$ cat src/rtl/switch_pkg.sv
`default_nettype none
// ============================================================================
// Module  : switch_pkg
// Brief   : Frame delimiters and FSM/error encodings shared by the receiver.
// Rev     : 1.0 - initial release
// ============================================================================
package switch_pkg;

    localparam logic [7:0] SOF_BYTE = 8'h55;
    localparam logic [7:0] EOF_BYTE = 8'hAA;

    typedef enum logic [2:0] {
        RX_IDLE      = 3'd0,
        RX_DA        = 3'd1,
        RX_SA        = 3'd2,
        RX_LEN       = 3'd3,
        RX_PAYLOAD   = 3'd4,
        RX_PARITY    = 3'd5,
        RX_EOF       = 3'd6,
        RX_ERR_FLUSH = 3'd7
    } rx_state_e;

    typedef enum logic [1:0] {
        ERR_OK         = 2'd0,
        ERR_BAD_LEN    = 2'd1,
        ERR_BAD_PARITY = 2'd2,
        ERR_BAD_EOF    = 2'd3
    } rx_err_e;

endpackage
`default_nettype wire

$ cat src/rtl/switch_frame_receiver_if.sv
`default_nettype none
// ============================================================================
// Module  : switch_frame_receiver_if
// Brief   : Byte input and parsed-frame outputs of the switch frame receiver.
// Rev     : 1.0 - initial release
// ============================================================================
interface switch_frame_receiver_if;

    logic [7:0] data_in;
    logic       sw_enable_in;
    logic       read_out;
    logic [7:0] da_out;
    logic [7:0] sa_out;
    logic [7:0] length_out;
    logic [7:0] payload_data;
    logic       payload_valid;
    logic       payload_last;
    logic       frame_done;
    logic [1:0] err_code;
    logic       busy;

    modport master (
        output data_in, sw_enable_in,
        input  read_out, da_out, sa_out, length_out, payload_data,
               payload_valid, payload_last, frame_done, err_code, busy
    );

    modport slave (
        input  data_in, sw_enable_in,
        output read_out, da_out, sa_out, length_out, payload_data,
               payload_valid, payload_last, frame_done, err_code, busy
    );

endinterface
`default_nettype wire

$ cat src/rtl/switch_rx_parity_acc.sv
`default_nettype none
// ============================================================================
// Module  : switch_rx_parity_acc
// Brief   : Running 8-bit XOR of accepted header/payload bytes.
// Rev     : 1.0 - initial release
// ============================================================================
module switch_rx_parity_acc (
    input  logic       clock,
    input  logic       reset_n,
    input  logic       clear_i,
    input  logic       enable_i,
    input  logic [7:0] byte_i,
    output logic [7:0] acc_o
);

    logic [7:0] acc_q;

    always_ff @(posedge clock or negedge reset_n) begin
        if (!reset_n) begin
            acc_q <= 8'h00;
        end else if (clear_i) begin
            acc_q <= 8'h00;
        end else if (enable_i) begin
            acc_q <= acc_q ^ byte_i;
        end
    end

    assign acc_o = acc_q;

endmodule
`default_nettype wire

$ cat src/rtl/switch_frame_receiver.sv
`default_nettype none
// ============================================================================
// Module  : switch_frame_receiver
// Brief   : SOF/DA/SA/LEN/PAYLOAD/PARITY/EOF frame parser with registered
//           outputs. Parity checking is built only with SWITCH_RX_PARITY_CHECK_EN.
// Rev     : 1.0 - initial release
// ============================================================================
module switch_frame_receiver
    import switch_pkg::*;
#(
    parameter int MAX_LEN = 255
) (
    input  logic                  clock,
    input  logic                  reset_n,
    switch_frame_receiver_if.slave bus
);

    localparam logic [2:0] S_IDLE      = 3'(RX_IDLE);
    localparam logic [2:0] S_DA        = 3'(RX_DA);
    localparam logic [2:0] S_SA        = 3'(RX_SA);
    localparam logic [2:0] S_LEN       = 3'(RX_LEN);
    localparam logic [2:0] S_PAYLOAD   = 3'(RX_PAYLOAD);
    localparam logic [2:0] S_PARITY    = 3'(RX_PARITY);
    localparam logic [2:0] S_EOF       = 3'(RX_EOF);
    localparam logic [2:0] S_ERR_FLUSH = 3'(RX_ERR_FLUSH);
    // One bit wider than LENGTH so MAX_LEN = 255 still compares meaningfully.
    localparam logic [8:0] C_MAX_LEN   = 9'(MAX_LEN);

    logic [2:0] state_q, state_d;
    logic [7:0] cnt_q, cnt_d;
    logic [7:0] da_q, da_d;
    logic [7:0] sa_q, sa_d;
    logic [7:0] len_q, len_d;
    logic [7:0] pdata_q, pdata_d;
    logic       pvalid_q, pvalid_d;
    logic       plast_q, plast_d;
    logic       done_q, done_d;
    logic       read_q, read_d;
    logic [1:0] err_q, err_d;
    logic       perr_q, perr_d;
    logic       busy_q;

    logic [7:0] w_byte;
    logic       w_en;
    logic       w_par_mismatch;

    assign w_byte = bus.data_in;
    assign w_en   = bus.sw_enable_in;

`ifdef SWITCH_RX_PARITY_CHECK_EN
    logic       w_acc_clear;
    logic       w_acc_en;
    logic [7:0] w_acc;

    assign w_acc_clear = w_en && (state_q == S_IDLE) && (w_byte == SOF_BYTE);
    assign w_acc_en    = w_en && ((state_q == S_DA) || (state_q == S_SA) ||
                                  (state_q == S_LEN) || (state_q == S_PAYLOAD));

    if (1) begin : g_parity_acc
        switch_rx_parity_acc u_acc (
            .clock    (clock),
            .reset_n  (reset_n),
            .clear_i  (w_acc_clear),
            .enable_i (w_acc_en),
            .byte_i   (w_byte),
            .acc_o    (w_acc)
        );
    end

    assign w_par_mismatch = (w_byte != w_acc);
`else
    assign w_par_mismatch = 1'b0;
`endif

    always_comb begin
        state_d  = state_q;
        cnt_d    = cnt_q;
        da_d     = da_q;
        sa_d     = sa_q;
        len_d    = len_q;
        pdata_d  = pdata_q;
        perr_d   = perr_q;
        pvalid_d = 1'b0;
        plast_d  = 1'b0;
        done_d   = 1'b0;
        read_d   = 1'b0;
        err_d    = ERR_OK;
        if (w_en) begin
            case (state_q)
                S_IDLE: begin
                    if (w_byte == SOF_BYTE) begin
                        state_d = S_DA;
                        perr_d  = 1'b0;
                    end
                end
                S_DA: begin
                    da_d    = w_byte;
                    state_d = S_SA;
                end
                S_SA: begin
                    sa_d    = w_byte;
                    state_d = S_LEN;
                end
                S_LEN: begin
                    len_d = w_byte;
                    cnt_d = w_byte;
                    if (w_byte == 8'd0) begin
                        state_d = S_PARITY;
                    end else if ({1'b0, w_byte} > C_MAX_LEN) begin
                        state_d = S_ERR_FLUSH;
                    end else begin
                        state_d = S_PAYLOAD;
                    end
                end
                S_PAYLOAD: begin
                    pvalid_d = 1'b1;
                    pdata_d  = w_byte;
                    plast_d  = (cnt_q == 8'd1);
                    cnt_d    = cnt_q - 8'd1;
                    if (cnt_q == 8'd1) begin
                        state_d = S_PARITY;
                    end
                end
                S_PARITY: begin
                    perr_d  = w_par_mismatch;
                    state_d = S_EOF;
                end
                S_EOF: begin
                    done_d  = 1'b1;
                    state_d = S_IDLE;
                    // A bad terminator outranks a latched parity mismatch.
                    if (w_byte != EOF_BYTE) begin
                        err_d = ERR_BAD_EOF;
                    end else if (perr_q) begin
                        err_d = ERR_BAD_PARITY;
                    end else begin
                        read_d = 1'b1;
                    end
                end
                S_ERR_FLUSH: begin
                    if (w_byte == EOF_BYTE) begin
                        done_d  = 1'b1;
                        err_d   = ERR_BAD_LEN;
                        state_d = S_IDLE;
                    end
                end
                default: state_d = S_IDLE;
            endcase
        end
    end

    always_ff @(posedge clock or negedge reset_n) begin
        if (!reset_n) begin
            state_q  <= S_IDLE;
            cnt_q    <= 8'h00;
            da_q     <= 8'h00;
            sa_q     <= 8'h00;
            len_q    <= 8'h00;
            pdata_q  <= 8'h00;
            pvalid_q <= 1'b0;
            plast_q  <= 1'b0;
            done_q   <= 1'b0;
            read_q   <= 1'b0;
            err_q    <= 2'd0;
            perr_q   <= 1'b0;
            busy_q   <= 1'b0;
        end else begin
            state_q  <= state_d;
            cnt_q    <= cnt_d;
            da_q     <= da_d;
            sa_q     <= sa_d;
            len_q    <= len_d;
            pdata_q  <= pdata_d;
            pvalid_q <= pvalid_d;
            plast_q  <= plast_d;
            done_q   <= done_d;
            read_q   <= read_d;
            err_q    <= err_d;
            perr_q   <= perr_d;
            busy_q   <= (state_d != S_IDLE);
        end
    end

    assign bus.read_out      = read_q;
    assign bus.da_out        = da_q;
    assign bus.sa_out        = sa_q;
    assign bus.length_out    = len_q;
    assign bus.payload_data  = pdata_q;
    assign bus.payload_valid = pvalid_q;
    assign bus.payload_last  = plast_q;
    assign bus.frame_done    = done_q;
    assign bus.err_code      = err_q;
    assign bus.busy          = busy_q;

endmodule
`default_nettype wire

$ cat src/flat_wrapper.sv
// flat-port wrapper written by rule: the top's interface ports become plain ports
module switch_frame_receiver_flat import switch_pkg::*;
#(
    parameter int MAX_LEN = 255
)
  (clock, reset_n, bus_data_in, bus_sw_enable_in, bus_read_out, bus_da_out, bus_sa_out, bus_length_out, bus_payload_data, bus_payload_valid, bus_payload_last, bus_frame_done, bus_err_code, bus_busy);
  switch_frame_receiver_if bus_i ();
  input  logic clock;
  input  logic reset_n;
  input wire logic [$bits(bus_i.data_in)-1:0] bus_data_in;
  input wire logic [$bits(bus_i.sw_enable_in)-1:0] bus_sw_enable_in;
  output wire logic [$bits(bus_i.read_out)-1:0] bus_read_out;
  output wire logic [$bits(bus_i.da_out)-1:0] bus_da_out;
  output wire logic [$bits(bus_i.sa_out)-1:0] bus_sa_out;
  output wire logic [$bits(bus_i.length_out)-1:0] bus_length_out;
  output wire logic [$bits(bus_i.payload_data)-1:0] bus_payload_data;
  output wire logic [$bits(bus_i.payload_valid)-1:0] bus_payload_valid;
  output wire logic [$bits(bus_i.payload_last)-1:0] bus_payload_last;
  output wire logic [$bits(bus_i.frame_done)-1:0] bus_frame_done;
  output wire logic [$bits(bus_i.err_code)-1:0] bus_err_code;
  output wire logic [$bits(bus_i.busy)-1:0] bus_busy;
  assign bus_i.data_in = bus_data_in;
  assign bus_i.sw_enable_in = bus_sw_enable_in;
  assign bus_read_out = bus_i.read_out;
  assign bus_da_out = bus_i.da_out;
  assign bus_sa_out = bus_i.sa_out;
  assign bus_length_out = bus_i.length_out;
  assign bus_payload_data = bus_i.payload_data;
  assign bus_payload_valid = bus_i.payload_valid;
  assign bus_payload_last = bus_i.payload_last;
  assign bus_frame_done = bus_i.frame_done;
  assign bus_err_code = bus_i.err_code;
  assign bus_busy = bus_i.busy;
  switch_frame_receiver #(.MAX_LEN(MAX_LEN)) u_core (.clock(clock), .reset_n(reset_n), .bus(bus_i));
endmodule
$ cat config.mk
export PLATFORM = sky130hd
export DESIGN_NAME = switch_frame_receiver_flat
export DESIGN_NICKNAME = d
export VERILOG_FILES = /design/src/rtl/switch_pkg.sv /design/src/rtl/switch_frame_receiver_if.sv /design/src/rtl/switch_rx_parity_acc.sv /design/src/rtl/switch_frame_receiver.sv /design/src/flat_wrapper.sv
export SDC_FILE = /design/constraint.sdc
export NUM_CORES = 1
export LEC_CHECK = 0
export BUFFER_PORTS_ARGS = -buffer_cell sky130_fd_sc_hd__buf_2
export CAP_MARGIN = 10
export CELL_PAD_IN_SITES_DETAIL_PLACEMENT = 1
export CELL_PAD_IN_SITES_GLOBAL_PLACEMENT = 1
export CORE_MARGIN = 2
export CORE_UTILIZATION = 46
export CTS_CLUSTER_DIAMETER = 40
export DETAILED_ROUTE_END_ITERATION = 7
export PLACE_DENSITY = 0.81
export SYNTH_ARGS = -nofsm -noshare
export SYNTH_HDL_FRONTEND = slang
export SYNTH_SLANG_ARGS = --single-unit
$ cat constraint.sdc
create_clock -name clock -period 3.49 [get_ports clock]
set_clock_uncertainty 0.2 [all_clocks]
set_input_delay 0.1745 -clock clock [delete_from_list [all_inputs] [get_ports clock]]
set_output_delay 0.1745 -clock clock [all_outputs]
set_load 0.05 [all_outputs]
# After elaboration in Yosys (flattened, before gate mapping)
# Index checks and enable logic that the tools add are counted.
# classes
add_sub_neg	1
multipliers	0
div_mod_pow	0
n_lt_le_gt_ge	0
eq_ne	12
n_shift	0
n_mux	25
bitwise_logic	0
reduce_logical	11
# ops
operator	count
3-bit case mux with 8 select lines	1
8-bit case mux with 2 select lines	1
1-bit 2-to-1 mux	13
3-bit == test (second input constant)	4
3-bit 2-to-1 mux	4
2-bit AND reduction	5
8-bit by 1-bit == test with 1-bit output (second input constant)	1
8-bit by 7-bit == test with 1-bit output (second input constant)	1
8-bit == test (second input constant)	1
8-bit zero test	1
8-bit != test (second input constant)	1
8-bit by 1-bit subtractor with 8-bit output (second input constant)	1
3-bit by 2-bit == test with 1-bit output (second input constant)	2
2-bit 2-to-1 mux	3
1-bit case mux with 2 select lines	2
2-bit case mux with 2 select lines	1
2-bit nonzero test	2
3-bit by 1-bit == test with 1-bit output (second input constant)	1
3-bit zero test	1
3-bit AND reduction	1
3-bit nonzero test	1
2-bit by 1-bit != test with 1-bit output (second input constant)	1
# word_totals
reg_bits	51
latch_bits	0
ram_bits	0
romBits	0
input_bits	11
out_inout_bits	39
word_cells	62
memories	0

# Longest topological paths before layout
# logic_depth
ltp_word	5
depth_mapped	6
mapped_depth_nobuf	6

# Worst setup path after synthesis
# Ideal clock, no wire load.
# synth_timing
kind	register to register
startpoint	reg u_core.cnt_q[0]
endpoint	reg u_core.cnt_q[6]
setup_time_ns	0.121
arrival_ns	1.539
t_required_ns	3.169
slack_ns	1.630
stages_incl_launch_ff	7
n_path_buf	0
period_less_slack_ns	1.860
cell_sequence	dfrtp_1 -> inv_1 -> ha_1 -> or3b_2 -> nor4_4 -> a21oi_1 -> o22a_1
# synth_via
elab_chain_len	2
# synth_rtl
element	line_no	rtl
from (decl)	switch_frame_receiver.sv:30	logic [7:0] cnt_q, cnt_d;
from (signal assigned)	switch_frame_receiver.sv:169	cnt_q <= cnt_d;
8-bit by 1-bit subtractor with 8-bit output	switch_frame_receiver.sv:119	cnt_d = cnt_q - 8'd1;
8-bit case mux with 2 select lines	switch_frame_receiver.sv:89	case (state_q)
# Every way passes these cells.
# A chain may end at the register's enable or synchronous reset.

# Final worst setup path
# layout_timing
startpoint	reg u_core.state_q[2]
endpoint	reg u_core.cnt_q[6]
# layout_via
elab_chain_len	3
elab_cells_between_ends	5
cone_classes	eq/ne (2); mux (1); reduce/logical (2)
# layout_rtl
element	line_no	rtl
from (decl)	switch_frame_receiver.sv:29	logic [2:0] state_q, state_d;
from (signal assigned)	switch_frame_receiver.sv:168	state_q <= state_d;
3-bit by 2-bit == test with 1-bit output / 3-bit == test (equally long branches)	switch_frame_receiver.sv:89	
2-bit nonzero test (no line)	-	
2-bit AND reduction (no line)	-	
# Several ways; a longest one is shown, not always the timed one.

==> flow_results.xml <==
<?xml version="1.0" encoding="UTF-8"?>
<metrics>
  <group name="outcome">
    <metric name="run_status" unit="">finished, final reports clean</metric>
  </group>
  <group name="sta">
    <metric name="slew-limit-headroom" unit="%">54.95</metric>
    <metric name="fin_crit" unit="ns">2.214</metric>
    <metric name="setup_ws" unit="ns">1.276</metric>
    <metric name="max_clock_freq" unit="GHz">0.4516</metric>
    <metric name="final_max_slew_viol_count" unit="">0</metric>
    <metric name="fin_setup_tns" unit="ns">0</metric>
    <metric name="finalSetupViolCount" unit="">0</metric>
    <metric name="final_hold_viol_count" unit="">0</metric>
    <metric name="fin_crit_sh" unit="%">63.44</metric>
    <metric name="setup_repair_after_global_routing_missed_its_margin" unit="">no</metric>
    <metric name="worstMarginPinSlew" unit="ns">0.6695</metric>
  </group>
  <group name="synth">
    <metric name="netlist_instances" unit="">183</metric>
    <metric name="synth_edf_count" unit="">0</metric>
    <metric name="postSynthAreaPerCell" unit="µm²">12.34</metric>
    <metric name="synth.area.top_cells" unit="">sky130_fd_sc_hd__dfrtp_1 55%, sky130_fd_sc_hd__mux2_2 15%, sky130_fd_sc_hd__a21oi_1 2.2%, sky130_fd_sc_hd__nor4_4 1.9%, sky130_fd_sc_hd__nand2_1 1.8%</metric>
    <metric name="synthDistinctLibCells" unit="">44</metric>
    <metric name="synth_fp_nets" unit="">196</metric>
    <metric name="post_synth_most_frequent_cells" unit="">50 x sky130_fd_sc_hd__dfrtp_1, 31 x sky130_fd_sc_hd__mux2_2, 11 x sky130_fd_sc_hd__nand2_1</metric>
    <metric name="synthMostInstantiatedCell" unit="">sky130_fd_sc_hd__dfrtp_1</metric>
    <metric name="yosys.area.top_type" unit="">sky130_fd_sc_hd__dfrtp_1</metric>
    <metric name="synth.ff_latch_count" unit="">50</metric>
    <metric name="ys_warn_count" unit="">0</metric>
    <metric name="synthDominantCellAreaShare" unit="%">55.40</metric>
    <metric name="synth-main-ff-cell" unit="">sky130_fd_sc_hd__dfrtp_1</metric>
    <metric name="async_flop_share" unit="%">100.0</metric>
    <metric name="synth_sequential_area_ratio" unit="%">55.40</metric>
    <metric name="synth.cell_area" unit="µm²">2258</metric>
  </group>
  <group name="setup_path">
    <metric name="critPathKind" unit="">flop to flop</metric>
    <metric name="critical_path.endpoint_type" unit="">flop</metric>
    <metric name="timing.critical_path.from" unit="">u_core.state_q[2]$_DFF_PN0_</metric>
    <metric name="crit_path_start_kind" unit="">flop</metric>
    <metric name="reg_to_reg_start" unit="">u_core.state_q[2]$_DFF_PN0_</metric>
    <metric name="cp_data_required_time" unit="ns">3.48</metric>
    <metric name="critPathMaxFanout" unit="">16</metric>
    <metric name="cp.arrival" unit="ns">2.21</metric>
  </group>
  <group name="cts">
    <metric name="htree_levels" unit="">2</metric>
    <metric name="clock_sink_count" unit="">50</metric>
    <metric name="clock_buffers_created_by_tritoncts" unit="">5</metric>
    <metric name="post-cts-setup-buffer-count" unit="">0</metric>
    <metric name="ctsRootBufferMaster" unit="">sky130_fd_sc_hd__clkbuf_8</metric>
    <metric name="cts-root-to-sink-buffers" unit="">2</metric>
    <metric name="cts_tree" unit="">yes</metric>
    <metric name="clk_latency" unit="ns">0.30</metric>
    <metric name="clk_pin_slew" unit="ns">0.09</metric>
  </group>
  <group name="global_routing">
    <metric name="initial_antenna_violation_count" unit="">0</metric>
    <metric name="grt_use_total" unit="%">23.24</metric>
    <metric name="grt_first_pass_wirelength" unit="µm">9342</metric>
    <metric name="grt_overflow" unit="">0</metric>
    <metric name="grt_pass1_vias" unit="">1773</metric>
    <metric name="largest_net_degree_at_the_start_of_global_routing" unit="">29</metric>
  </group>
  <group name="floorplan">
    <metric name="core_outline_area" unit="µm²">4723</metric>
    <metric name="core.rowCount" unit="">25</metric>
    <metric name="ios" unit="">50</metric>
    <metric name="initial_utilization" unit="%">47.81</metric>
    <metric name="die_w" unit="µm">74.07</metric>
    <metric name="total_die_area" unit="µm²">5486</metric>
    <metric name="die-height" unit="µm">74.07</metric>
  </group>
  <group name="job">
    <metric name="timing.max_cap.violations" unit="">0</metric>
  </group>
  <group name="power">
    <metric name="power_density" unit="nW/µm²">1112</metric>
    <metric name="peakVddDrop" unit="µV">643.0</metric>
    <metric name="p_leak" unit="µW">0.001224</metric>
  </group>
  <group name="drt">
    <metric name="drt.antenna.violating_nets" unit="">0</metric>
    <metric name="detail_route.iter0.violations" unit="">78</metric>
    <metric name="wl" unit="µm">5812</metric>
    <metric name="dr_total_vias" unit="">1674</metric>
    <metric name="drc" unit="">0</metric>
    <metric name="drt_first_pass_iters" unit="">4</metric>
    <metric name="avgViaCountPerCell" unit="">5.525</metric>
    <metric name="routed_wire_length_per_instance" unit="µm">19.18</metric>
  </group>
  <group name="cells_and_area">
    <metric name="insertedDiodeCount" unit="">0</metric>
    <metric name="filler_cell_count" unit="">519</metric>
    <metric name="final-seq-area" unit="µm²">1251</metric>
    <metric name="final_layout_size_suffix_gt1_share" unit="%">41.53</metric>
    <metric name="nNetsFinal" unit="">249</metric>
    <metric name="flow.area_growth_from_synthesis" unit="%">19.45</metric>
    <metric name="multiInputGateArea" unit="µm²">945.9</metric>
  </group>
  <group name="placement">
    <metric name="place.detailed.hpwl" unit="µm">4030</metric>
    <metric name="globalplace.congestion" unit="">0.7656</metric>
    <metric name="place.port_buffers" unit="">49</metric>
    <metric name="post_place_setup_slack" unit="ns">1.356</metric>
  </group>
  <group name="hold_path">
    <metric name="worst_hold_path_type" unit="">primary input to flop</metric>
    <metric name="worstHoldStart" unit="">bus_data_in[0]</metric>
  </group>
</metrics>
[timing repair]
| action | in CTS | in global routing |
|---|---|---|
| hold buffers | 1 | 0 |
| resized for setup | 0 | 0 |
| endpoints found under the hold margin | 22 | 0 |
[worst max-delay path, cell delays in order, from the launching register on]
cell,delay (ns)
sky130_fd_sc_hd__dfrtp_1,0.68
sky130_fd_sc_hd__or3b_1,0.57
sky130_fd_sc_hd__nor4_4,0.31
sky130_fd_sc_hd__a21oi_1,0.13
sky130_fd_sc_hd__o22a_1,0.21
[logic make-up after synthesis]
group	Yosys count	share of synthesized area (%)
adders and majority gates	2	1.108
DFF	50	55.40
buffers and inverters	15	2.715
xor gates and xnor gates	2	0.7758
muxes	32	15.90
and+or+nand+nor	45	13.46
AOI/OAI and AO/OA	37	10.64
[per-stage QoR]
stage | std cells | cell area, µm² | utilization (%) | hold WS (ns) | power, µW
2_1_floorplan | 183 | 2258 | - | -0.3211 | 2202
3_3_place_gp | 295 | 2575 | 54.52 | -0.01257 | 2531
3_5_place_dp | 295 | 2575 | 54.52 | -0.01154 | 2591
4_1_cts | 303 | 2698 | 57.11 | 0.0008440 | 3022
5_1_grt | 303 | 2698 | 57.11 | 0.01445 | 3150
6_report | 303 | 2698 | 57.11 | 0.006411 | 3001
[layout make-up]
| class | count | share of cell area (%) |
|---|---|---|
| multi-input cells | 118 | 35.06 |
| repair buffers | 52 | 10.02 |
| clock inverters | 1 | 1.113 |
| flip-flops and latches | 50 | 46.38 |
| well taps | 67 | 3.108 |
| inverters | 9 | 1.252 |
| clock buffers | 6 | 3.061 |
[layer usage]
metal | wire (µm) | share of wire, % | track usage, %
met5 | 0 | 0 | 0
met4 | 60 | 1.0 | 6.465
met3 | 261 | 4.5 | 5.556
met2 | 2958 | 51 | 40.77
met1 | 2532 | 44 | 28.71
[sequential cells by signal, summed over array words and instances (netlist names), 2 cells and up]
name,cells
u_core.bus.da_out,8
u_core.bus.err_code,2
u_core.bus.length_out,8
u_core.bus.payload_data,8
u_core.bus.sa_out,8
u_core.cnt_q,8
u_core.state_q,3
[where the power goes]
part	internal, µW	switching (µW)	total, µW
clock	229	187	416
combinational	443	1080	1520
sequential	836	227	1060
[cells in the final DEF (no fill, tap or decap), types with 3 or more instances in the layout]
cell,count
sky130_fd_sc_hd__o22ai_1,5
sky130_fd_sc_hd__nor2_1,5
sky130_fd_sc_hd__nand2_1,11
sky130_fd_sc_hd__clkbuf_8,6
sky130_fd_sc_hd__inv_1,9
sky130_fd_sc_hd__nor3_1,4
sky130_fd_sc_hd__nor4_1,3
sky130_fd_sc_hd__mux2_2,31
sky130_fd_sc_hd__buf_2,49
sky130_fd_sc_hd__dfrtp_1,50
sky130_fd_sc_hd__a21oi_1,10
sky130_fd_sc_hd__o21ai_0,8
sky130_fd_sc_hd__a211oi_1,3
[path summary, 6_finish.rpt]
path                                                              to  slack (ns)  cells past startpoint
worst min register to register  u_core.bus.length_out[0]$_DFFE_PN0P_        0.30                      2
worst max-delay path                     u_core.cnt_q[6]$_DFFE_PN0P_        1.28                      4
worst min-delay path                     u_core.cnt_q[0]$_DFFE_PN0P_       0.006                      3
max in group asynchronous                u_core.cnt_q[2]$_DFFE_PN0P_        2.16                      3
worst max register to register           u_core.cnt_q[6]$_DFFE_PN0P_        1.28                      4
min in group asynchronous                  u_core.bus.busy$_DFF_PN0_        0.17                      2
(Power assumes the default switching activity.)
